## config.mk

```make
export PLATFORM = sky130hd
export DESIGN_NAME = dds_sweep_ctrl
export DESIGN_NICKNAME = d
export VERILOG_FILES = /design/src/rtl/dds_sweep_ctrl.sv
export SDC_FILE = /design/constraint.sdc
export NUM_CORES = 1
export LEC_CHECK = 0
export ABC_CLOCK_PERIOD_IN_PS = 3850
export CORE_ASPECT_RATIO = 0.5
export CORE_MARGIN = 5
export CORE_UTILIZATION = 54
export DETAILED_ROUTE_END_ITERATION = 8
export PLACE_DENSITY = 0.86
export SYNTH_ARGS = -nofsm -noshare
export SYNTH_HDL_FRONTEND = slang
export SYNTH_SLANG_ARGS = --single-unit
export TNS_END_PERCENT = 10
```

## constraint.sdc

```tcl
create_clock -name clk -period 3.85 [get_ports clk]
set_clock_uncertainty 0.05 [all_clocks]
set_input_delay 1.155 -clock clk [delete_from_list [all_inputs] [get_ports clk]]
set_output_delay 1.155 -clock clk [all_outputs]
set_load 0.05 [all_outputs]
```

## src/rtl/dds_sweep_ctrl.sv

```systemverilog
// Register-configured linear frequency sweep sequencer feeding the DDS core strobes.
// Optional triangle (up/down) sweep is built when DDS_SWEEP_UPDOWN_EN is defined.
//
// state   | meaning
// IDLE    | outputs low, waiting for start
// LOAD_P  | phase-load strobe, cur_f primed with F_START
// LOAD_F  | frequency-load strobe with cur_f, dwell timer armed
// DWELL   | dwell timer counts down to zero
// STEP    | pick next tuning word, wrap, turn around or finish
// DONE    | sweep finished, DDS left running on last word
module dds_sweep_ctrl #(
    parameter int W       = 16,
    parameter int DWELL_W = 16
) (
    input  logic         clk,
    input  logic         rst,
    input  logic         cfg_we,
    input  logic [2:0]   cfg_addr,
    input  logic [15:0]  cfg_data,
    input  logic         start,
    input  logic         abort,
    output logic         Enable,
    output logic         LoadP,
    output logic         LoadF,
    output logic [W-1:0] FreqPhase,
    output logic         busy,
    output logic         done
);

    typedef enum logic [2:0] {
        S_IDLE, S_LOAD_P, S_LOAD_F, S_DWELL, S_STEP, S_DONE
    } state_t;

    state_t              state, state_nxt;
    logic [W-1:0]        f_start, f_stop, f_step, phase;
    logic [DWELL_W-1:0]  dwell, dwell_cnt, dwell_nxt;
    logic [W-1:0]        cur_f, cur_f_nxt;
    logic                mode_rep, updown;
    logic                dir, dir_nxt;
    logic [W:0]          sum_up, diff_dn;
    logic                up_ok, dn_ok;
    logic                cfg_open;

    assign cfg_open = (state == S_IDLE) || (state == S_DONE);

`ifdef DDS_SWEEP_UPDOWN_EN
    logic mode_ud;
    assign updown = mode_ud;
`else
    assign updown = 1'b0;
`endif

    always_ff @(posedge clk) begin
        if (rst) begin
            f_start  <= '0;
            f_stop   <= '0;
            f_step   <= '0;
            dwell    <= '0;
            phase    <= '0;
            mode_rep <= 1'b0;
`ifdef DDS_SWEEP_UPDOWN_EN
            mode_ud  <= 1'b0;
`endif
        end else if (cfg_we && cfg_open) begin
            case (cfg_addr)
                3'd0: f_start <= W'(cfg_data);
                3'd1: f_stop  <= W'(cfg_data);
                3'd2: f_step  <= W'(cfg_data);
                3'd3: dwell   <= DWELL_W'(cfg_data);
                3'd4: phase   <= W'(cfg_data);
                3'd5: begin
                    mode_rep <= cfg_data[0];
`ifdef DDS_SWEEP_UPDOWN_EN
                    mode_ud  <= cfg_data[1];
`endif
                end
                default: ;
            endcase
        end
    end

    // One extra bit so a wrap past 2^W (or below 0) is seen as out of range.
    assign sum_up  = {1'b0, cur_f} + {1'b0, f_step};
    assign diff_dn = {1'b0, cur_f} - {1'b0, f_step};
    assign up_ok   = !sum_up[W] && (sum_up[W-1:0] <= f_stop);
    assign dn_ok   = !diff_dn[W] && (diff_dn[W-1:0] >= f_start);

    always_comb begin
        state_nxt = state;
        cur_f_nxt = cur_f;
        dwell_nxt = dwell_cnt;
        dir_nxt   = dir;
        case (state)
            S_IDLE:   if (start) state_nxt = S_LOAD_P;
            S_LOAD_P: begin
                cur_f_nxt = f_start;
                dir_nxt   = 1'b0;
                state_nxt = S_LOAD_F;
            end
            S_LOAD_F: begin
                dwell_nxt = dwell;
                state_nxt = S_DWELL;
            end
            S_DWELL: begin
                if (dwell_cnt == '0) state_nxt = S_STEP;
                else                 dwell_nxt = dwell_cnt - DWELL_W'(1);
            end
            S_STEP: begin
                state_nxt = S_LOAD_F;
                if (!updown || !dir) begin
                    if (up_ok) begin
                        cur_f_nxt = sum_up[W-1:0];
                    end else if (updown && dn_ok) begin
                        dir_nxt   = 1'b1;
                        cur_f_nxt = diff_dn[W-1:0];
                    end else if (mode_rep) begin
                        cur_f_nxt = updown ? cur_f : f_start;
                    end else begin
                        state_nxt = S_DONE;
                    end
                end else begin
                    if (dn_ok) begin
                        cur_f_nxt = diff_dn[W-1:0];
                    end else if (mode_rep) begin
                        dir_nxt   = 1'b0;
                        cur_f_nxt = up_ok ? sum_up[W-1:0] : cur_f;
                    end else begin
                        state_nxt = S_DONE;
                    end
                end
            end
            S_DONE:   if (start) state_nxt = S_LOAD_P;
            default:  state_nxt = S_IDLE;
        endcase
        if (abort) state_nxt = S_IDLE;
    end

    // Outputs are decoded from the next state so the strobes line up with it.
    always_ff @(posedge clk) begin
        if (rst) begin
            state     <= S_IDLE;
            cur_f     <= '0;
            dwell_cnt <= '0;
            dir       <= 1'b0;
            Enable    <= 1'b0;
            LoadP     <= 1'b0;
            LoadF     <= 1'b0;
            FreqPhase <= '0;
            busy      <= 1'b0;
            done      <= 1'b0;
        end else begin
            state     <= state_nxt;
            cur_f     <= cur_f_nxt;
            dwell_cnt <= dwell_nxt;
            dir       <= dir_nxt;
            Enable    <= (state_nxt != S_IDLE);
            LoadP     <= (state_nxt == S_LOAD_P);
            LoadF     <= (state_nxt == S_LOAD_F);
            FreqPhase <= (state_nxt == S_LOAD_P) ? phase :
                         (state_nxt == S_LOAD_F) ? cur_f_nxt : '0;
            busy      <= (state_nxt == S_LOAD_P) || (state_nxt == S_LOAD_F) ||
                         (state_nxt == S_DWELL)  || (state_nxt == S_STEP);
            done      <= (state_nxt == S_DONE);
        end
    end

endmodule

```

==> results of run 1 <==
==> report_power, final <==
group | leakage (nW) | internal, W | switching [W]
registers | 1.11 | 0.00144 | 0.0000237
clock network | 0.272 | 0.000967 | 0.000688
logic | 2.35 | 0.000271 | 0.000350
==> cells by family (layout without fill, tap and decap cells) <==
logic type                 Yosys count  in the layout
buffers and inverters               78            189
xor gates and xnor gates            12             12
and+or+nand+nor                    276            276
adders and majority gates           34             34
AOI/OAI and AO/OA                  174            174
DFF                                137            137
muxes                               89             89
==> metal layers <==
metal | vias up | share of wire [%]
met4 | 0 | 9.8
met3 | 342 | 16
met1 | 3474 | 33
li1 | 3018 | -
met5 | - | 0
met2 | 847 | 41
==> cell type report <==
type / count / area share (%)
multi-input combinational: 585 / 47.4
sequential: 137 / 30.3
timing repair buffer: 125 / 12.3
clock buffer: 20 / 4.90
tap: 170 / 2.34
inverter: 33 / 1.39
clock inverter: 11 / 1.36
==> timing repair <==
item | CTS | global route
pin swaps | 29 | 47
setup endpoints to repair | 38 | 38
buffers inserted | 32 | 6
resized for setup | 45 | 66
gates cloned | 3 | 0
==> flip-flops by register name, summed over array words and instances (netlist names), 3 cells and up <==
signal / flops
f_start: 16
dwell_cnt: 16
dwell: 16
f_stop: 16
cur_f: 16
FreqPhase: 16
f_step: 16
state: 3
phase: 16
==> through the flow <==
step,std cells,cell area [sq um],util [%]
after floorplan,800,6930,-
after global placement,1010,7720,61.2
after detailed placement,1010,7720,61.2
after CTS,1076,8800,69.7
after global routing,1081,9110,72.1
final,1081,9110,72.1
==> how the worst max path moves through the flow <==
| stage | from | end | slack (ns) | depth (start not counted) |
|---|---|---|---|---|
| CTS | cur_f[0] | cur_f[10] | -0.15 | 19 |
| global route | cur_f[5] | cur_f[9] | -0.83 | 17 |
| floorplan | f_step[7] | FreqPhase[5] | 0.01 | 17 |
| global placement | cur_f[0] | FreqPhase[3] | -0.12 | 19 |
| detailed placement | cur_f[0] | FreqPhase[0] | -0.43 | 19 |
| finish | cur_f[5] | cur_f[9] | -0.76 | 17 |
==> worst min-delay path: stages, from the launching register on <==
cell     delay [ns]
dfxtp_1        0.32
nand2_1        0.06
a21oi_1        0.06
==> placed cells by master (no fill, tap or decap), drive strengths merged, types with 4 or more instances in the layout <==
cell type      Yosys  final
a211oi             8      8
a21o               6      6
a21oi             41     41
a22o              14     14
a22oi             19     19
and3              10     10
buf               13     82
clkbuf            32     20
clkdlybuf4s50      0     43
clkinv             1      6
dfxtp            137    137
ha                33     33
inv               32     33
mux2               7      7
mux2i             82     82
nand2             76     76
nand3             16     16
nand4              5      5
nor2             110    110
nor2b             17     17
nor3              13     13
nor4               5      5
o211ai             4      4
o21ai             49     49
or3                7      7
xnor2              9      9
==> run_results.csv, run 1 <==
group,metric,value,unit
worst_hold_path,min_from,"f_start[11]",
global_route,top_usage_layer,"met2",
synthesis,yosys_warnings,0,
timing,slew_headroom,15.2,%
routing,vias,7681,
synthesis,syn_inst,800,
placed_design,place_congestion,0.918,
worst_setup_path,slowest_stage,"dfxtp_2",
worst_setup_path,crit_buf_inv,2,
timing,tns,-21.74,ns
floorplan,io-pin-count,45,
worst_setup_path,r2r_start,"cur_f[5]",
timing,min_period_over_period,120,%
worst_hold_path,holdPathStages,2,
final_layout,fillers,673,
synthesis,async_flop_share,0,%
synthesis,yosysSeqAreaShare,39.6,%
worst_setup_path,reg2reg_slack,-0.76,ns
synthesis,synth_commonest_cells,"dfxtp_1, nor2_1, mux2i_1",
floorplan,coreArea,12600,sq um
global_route,grt.met1_usage,39.9,%
synthesis,synthSimpleGateAreaFrac,18.2,%
floorplan,start_util,54.8,%
clock_tree,htree_levels,4,
synthesis,yosys.area.top_type_share,39.6,%
final_layout,layout-drive-gt1-share,23.4,%
run_status,violations,"DRC, setup timing",
synthesis,synth-seq-cells,137,
synthesis,synth.most_common_cell,"dfxtp_1",
worst_setup_path,crit_family,"compound AO/OA/AOI/OAI gates",
worst_setup_path,worst_setup_path_start_kind,"flop",
final_layout,diodes,0,
routing,drc,11,
timing,max_freq,217,MHz
global_route,globalRouteOverflowTotal,0,
clock_tree,insertion_delay,0.44,ns
synthesis,muxShareOfSynthArea,13.0,%
clock_tree,clkTransAtPathRegs,0.06,ns
timing,finalCriticalPeriod,4.61,ns
power_and_ir_drop,peakVddDrop,372,uV
global_route,grt_use_met3,9.47,%
synthesis,synth_nets,858,
placed_design,pre_cts_slack,-0.429,ns
timing,hold_viol_final,0,
routing,drt_first_iter_violations,1806,
worst_setup_path,arrival,4.87,ns
worst_setup_path,crit_fanout,6,
synthesis,synth_top_family_by_area,"simple AND/OR/NAND/NOR gates",
synthesis,yosysTopAreaCell,"dfxtp_1",
power_and_ir_drop,p_per_area,411,nW/um^2
global_route,grt_max_degree,92,
timing,whs,0.437,ns
power_and_ir_drop,power_leakage,3.73,nW
synthesis,synth.avg_cell_area,8.66,sq um
final_layout,multi_input_area,4320,sq um
global_route,use_met2,49.7,%
worst_setup_path,critPathRequiredTime,4.11,ns
worst_setup_path,worst_setup_path_end_kind,"flop",
global_route,antenna_found_initial,1,
routing,drt_pre_antenna_iters,9,
clock_tree,clk_path_buf_depth,2,
global_route,grt_pass1_wl,38700,microns
synthesis,synth_top_cells_by_area,"dfxtp_1, mux2i_1, ha_1",
clock_tree,clockRootBuffer,"clkbuf_16",
floorplan,num_rows,29,
routing,wl_per_cell,26.8,microns
routing,drt.antenna.violating_nets,0,
worst_setup_path,r2r_cells,17,
synthesis,synth.distinct_cells,65,
clock_tree,cts.sinks,137,
routing,finalWirelength,28900,microns
final_layout,seq_area,2760,sq um
clock_tree,cts_tree,"done",
synthesis,netlist_area,6930,sq um
clock_tree,cts-hold-fix-buffers,0,
worst_setup_path,critical_path_class,"flop to flop",
floorplan,die_height,90.1,microns
timing,report.final.slew_viol_count,0,
synthesis,synth-edff-count,0,
worst_setup_path,r2r_end,"cur_f[9]",
timing,setup_slack,-0.760,ns
timing,worst_slew_pin_slew,1.27,ns
run_status,outcome,"finished with violations",
routing,avgViaCountPerCell,7.11,
clock_tree,numCtsBuffers,17,
final_layout,final_nets,957,
global_route,grt_util_all_layers,31.8,%
global_route,grt_pass1_vias,6977,
synthesis,synth_xor_area_share,1.52,%
floorplan,fp.dieArea,15300,sq um
placed_design,io_buffers,44,
floorplan,die_w,170,microns
worst_setup_path,cpPeakStageDelay,0.40,ns
flow_run,cap_viol_max_count,0,
worst_hold_path,min_delay_worst_endpoint,"f_start[11]",
final_layout,area_growth,31.5,%
worst_setup_path,crit_chain,"ha_4 -> a21o_1 -> a221oi_2 -> nand2_1 -> o41ai_2 -> xnor2_1 -> ha_1 -> nand4_1 -> nor2_4 -> a2111oi_4 -> nand4b_1 -> a21oi_4 -> buf_6 -> buf_16 -> mux2i_1 -> o21ai_1 -> nor2b_1",
synthesis,synth_compound_area_share,16.7,%
synthesis,synth_ff_type,"dfxtp_1",
synthesis,yosys.area_share.adder,6.25,%
timing,setup_violations,38,
worst_hold_path,hp-class,"flop to flop",
power_and_ir_drop,power,0.00374,W
placed_design,hpwl,13200,microns
timing,rsz0062_at_grt,"true",
No activity file was read; power rests on OpenSTA's default activity.
==> run 2: changes to the inputs <==
- PLACE_DENSITY: 0.86 -> 0.77
==> run_results.csv, run 2 (synthesis results as in run 1) <==
group,metric,value,unit
run_status,violations,"setup timing",
final_layout,area_growth,29.2,%
timing,hold_viol_final,0,
timing,setup_violations,36,
power_and_ir_drop,power_leakage,3.64,nW
floorplan,num_rows,29,
clock_tree,clkTransAtPathRegs,0.06,ns
routing,drc,0,
routing,wl_per_cell,20.6,microns
timing,whs,0.422,ns
final_layout,final_nets,944,
worst_setup_path,critical_path_class,"flop to flop",
worst_setup_path,reg2reg_slack,-0.25,ns
timing,min_period_over_period,106,%
floorplan,io-pin-count,45,
final_layout,final_cell_area,8950,sq um
global_route,antenna_found_initial,0,
floorplan,start_util,54.8,%
placed_design,dp.cells,1010,
final_layout,layout_common_cells,"dfxtp_1, nor2_1, mux2i_1, nand2_1, buf_4",
final_layout,layout-drive-gt1-share,20.7,%
routing,avgViaCountPerCell,6.28,
clock_tree,numCtsBuffers,17,
timing,slew_headroom,26.3,%
final_layout,fin_cells,1068,
placed_design,place_congestion,0.900,
clock_tree,cts.sinks,137,
timing,rsz0062_at_grt,"true",
worst_setup_path,critPathRequiredTime,4.16,ns
worst_hold_path,hp-class,"flop to flop",
worst_setup_path,crit_fanout,7,
routing,vias,6708,
floorplan,die_height,90.1,microns
timing,report.final.slew_viol_count,0,
global_route,grt_pass1_wl,33700,microns
worst_setup_path,arrival,4.41,ns
power_and_ir_drop,peakVddDrop,329,uV
final_layout,final_common_cell,"dfxtp_1",
run_status,outcome,"finished with violations",
clock_tree,insertion_delay,0.43,ns
global_route,globalRouteOverflowTotal,0,
global_route,grt_util_all_layers,27.5,%
floorplan,die_w,170,microns
power_and_ir_drop,p_per_area,412,nW/um^2
floorplan,coreArea,12600,sq um
flow_run,cap_viol_max_count,0,
routing,finalWirelength,22000,microns
floorplan,fp.dieArea,15300,sq um
final_layout,diodes,0,
placed_design,io_buffers,44,
clock_tree,cts_tree,"done",
clock_tree,cts-hold-fix-buffers,0,
worst_setup_path,worst_setup_path_start_kind,"flop",
placed_design,placed_cell_area,7720,sq um
placed_design,pre_cts_slack,-0.295,ns
routing,drt_first_iter_violations,841,
clock_tree,clk_path_buf_depth,2,
routing,drt_pre_antenna_iters,5,
clock_tree,htree_levels,4,
timing,worst_slew_pin_slew,1.10,ns
clock_tree,clockRootBuffer,"clkbuf_16",
worst_setup_path,worst_setup_path_end_kind,"flop",
final_layout,finalCoreUtilization,70.9,%
timing,setup_slack,-0.250,ns
global_route,grt_pass1_vias,6334,
timing,finalCriticalPeriod,4.10,ns
global_route,grt_max_degree,67,
timing,max_freq,244,MHz
placed_design,hpwl,13200,microns
routing,drt.antenna.violating_nets,0,
[run 2: cell count changes in the layout (fill, tap and decap cells not counted), sizes merged]
cell / change
inv: +3
clkinv: -3
bufinv: +1
buf: -14
clkinvlp: +1
clkbuf: -1
[run 2: through the flow]
step | TNS [ns] | power, W
2_1_floorplan | 0 | 0.00170
3_3_place_gp | -2.19 | 0.00183
3_5_place_dp | -5.73 | 0.00184
4_1_cts | 0 | 0.00358
5_1_grt | -11.50 | 0.00378
6_report | -6.31 | 0.00368
[run 2: worst paths after layout]
path / from / to / cells past startpoint
setup / recovery: cur_f[11] / FreqPhase[3] / 18
hold / removal: phase[6] / FreqPhase[6] / 2
setup reg to reg: cur_f[11] / FreqPhase[3] / 18
hold reg to reg: phase[6] / FreqPhase[6] / 2
[run 2: power breakdown]
| group | total [W] | internal [W] | switching (W) | leakage [nW] |
|---|---|---|---|---|
| logic | 0.000540 | 0.000254 | 0.000286 | 2.25 |
| clock network | 0.00168 | 0.00102 | 0.000662 | 0.280 |
| registers | 0.00146 | 0.00144 | 0.0000204 | 1.11 |
[run 2: area by class of cell]
class,count,area [sq um]
Clock buffer,18,429
Clock inverter,13,169
Fill cell,843,3680
Inverter,33,129
Multi-Input combinational cell,585,4240
Sequential cell,137,2760
Tap cell,170,213
Timing Repair Buffer,112,1020
[run 2: worst max-delay path: stages, from the launching register on]
cell and delay (ns):
dfxtp_1 0.35, ha_1 0.36, nand2_1 0.13, o21ai_1 0.34
a21o_1 0.23, a31oi_2 0.14, xnor2_1 0.25, ha_1 0.32
a21oi_2 0.16, nand2_1 0.10, a2111oi_4 0.34, nand4b_1 0.20
a21oi_4 0.17, buf_6 0.17, buf_12 0.15, buf_8 0.11
mux2i_2 0.21, a21oi_2 0.10, o21ai_1 0.16
[run 2: routing by layer]
metal / global-route usage, % / wire [microns] / share of wire [%] / vias to the layer above
met5: 0 / 0 / 0 / -
met4: 9.50 / 756 / 3.4 / 0
met3: 8.76 / 2470 / 11 / 90
met2: 42.0 / 9720 / 44 / 435
met1: 36.6 / 9070 / 41 / 3184
li1: - / - / - / 2999
[run 2: what timing repair did]
item,CTS,global route
pin swaps,37,38
setup buffers,22,3
resized for setup,44,43
gates cloned,2,1
setup endpoints to repair,37,38
==> run 3: changes to the inputs <==
- CORE_MARGIN: 5 -> 2
- SKIP_CTS_REPAIR_TIMING: unset -> 1
==> run_results.csv, run 3 (synthesis results as in run 1) <==
group,metric,value,unit
final_layout,final_nets,923,
clock_tree,insertion_delay,0.42,ns
worst_setup_path,critPathRequiredTime,4.11,ns
global_route,grt_util_all_layers,28.0,%
timing,max_freq,238,MHz
global_route,grt_pass1_wl,30000,microns
global_route,grt_max_degree,63,
placed_design,placed_cell_area,7710,sq um
worst_setup_path,critical_path_class,"flop to flop",
worst_setup_path,arrival,4.46,ns
timing,finalCriticalPeriod,4.20,ns
global_route,globalRouteOverflowTotal,0,
clock_tree,numCtsBuffers,17,
worst_setup_path,crit_fanout,5,
clock_tree,clockRootBuffer,"clkbuf_16",
routing,finalWirelength,20000,microns
routing,avgViaCountPerCell,5.98,
timing,report.final.slew_viol_count,0,
placed_design,place_congestion,0.897,
floorplan,coreArea,12600,sq um
floorplan,io-pin-count,45,
timing,min_period_over_period,109,%
final_layout,seq_area,2750,sq um
timing,setup_violations,38,
placed_design,hpwl,12900,microns
routing,drt.antenna.violating_nets,0,
final_layout,diodes,0,
power_and_ir_drop,power_leakage,3.53,nW
routing,drt_first_iter_violations,556,
floorplan,fp.dieArea,13800,sq um
worst_setup_path,worst_setup_path_start_kind,"flop",
timing,rsz0062_at_grt,"true",
final_layout,finalCoreUtilization,69.0,%
routing,vias,6263,
final_layout,layout_common_cells,"dfxtp_1, nor2_1, mux2i_1, nand2_1, clkdlybuf4s50_1",
clock_tree,clk_path_buf_depth,2,
flow_run,cap_viol_max_count,0,
final_layout,area_growth,25.5,%
global_route,grt_pass1_vias,5767,
final_layout,final_cell_area,8690,sq um
final_layout,final_common_cell,"dfxtp_1",
clock_tree,cts.sinks,137,
worst_hold_path,hp-class,"flop to flop",
timing,hold_viol_final,0,
floorplan,start_util,55.0,%
routing,drt_pre_antenna_iters,5,
clock_tree,clkTransAtPathRegs,0.06,ns
worst_setup_path,worst_setup_path_end_kind,"flop",
clock_tree,htree_levels,4,
power_and_ir_drop,peakVddDrop,356,uV
timing,setup_slack,-0.348,ns
final_layout,multi_input_area,4140,sq um
placed_design,io_buffers,44,
floorplan,die_height,84.1,microns
timing,worst_slew_pin_slew,1.16,ns
routing,wl_per_cell,19.1,microns
timing,slew_headroom,22.4,%
global_route,antenna_found_initial,0,
final_layout,layout-drive-gt1-share,17.3,%
power_and_ir_drop,p_per_area,419,nW/um^2
run_status,violations,"setup timing",
routing,drc,0,
final_layout,fillers,891,
clock_tree,cts_tree,"done",
floorplan,num_rows,29,
run_status,outcome,"finished with violations",
floorplan,die_w,164,microns
-- run 3: per-layer routing --
layer | routed length, microns | track usage [%]
met3 | 1650 | 6.41
met4 | 372 | 7.89
met1 | 9120 | 39.7
met2 | 8870 | 42.8
met5 | 0 | 0
-- run 3: worst max-delay path, cell delays in order (launching register included) --
cell       delay (ns)
dfxtp_2          0.34
ha_1             0.28
buf_4            0.16
a21o_1           0.18
a21oi_1          0.19
a2bb2oi_1        0.18
buf_4            0.17
a211o_1          0.13
nand3_1          0.11
ha_1             0.33
nand4_1          0.13
nor2_1           0.09
a2111oi_4        0.38
nand4b_1         0.20
a21oi_4          0.34
clkbuf_16        0.23
mux2i_1          0.27
o21ai_2          0.11
a22o_1           0.22
-- run 3: where the power goes --
| part | total (W) | switching, W | internal [W] | leakage, nW |
|---|---|---|---|---|
| Combinational | 0.000518 | 0.000274 | 0.000244 | 2.13 |
| Clock | 0.00166 | 0.000628 | 0.00103 | 0.290 |
| Sequential | 0.00146 | 0.0000195 | 0.00144 | 1.11 |
-- run 3: final timing paths --
kind	startpoint	to	slack [ns]	depth (start not counted)
worst min-delay path	phase[7]	FreqPhase[7]	0.40	2
worst max-delay path	cur_f[8]	FreqPhase[10]	-0.35	18
worst max register to register	cur_f[8]	FreqPhase[10]	-0.35	18
worst min register to register	phase[7]	FreqPhase[7]	0.40	2
-- run 3: layout make-up --
type	count	area share (%)
clock buffer	20	5.14
clock inverter	11	1.70
inverter	33	1.48
multi-input combinational	585	47.6
sequential	137	31.7
tap	170	2.45
timing repair buffer	91	9.95
-- run 3: through the flow --
| stage | instances | hold WS, ns | TNS [ns] | power [W] | setup WS, ns |
|---|---|---|---|---|---|
| after floorplan | 800 | 0.375 | 0 | 0.00170 | 0.0130 |
| after global placement | 1008 | 0.393 | -1.97 | 0.00185 | -0.113 |
| after detailed placement | 1008 | 0.395 | -5.82 | 0.00185 | -0.225 |
| after global routing | 1047 | 0.421 | -14.67 | 0.00374 | -0.534 |
| after CTS | 1039 | 0.399 | -7.29 | 0.00350 | -0.321 |
| final | 1047 | 0.403 | -7.67 | 0.00364 | -0.348 |
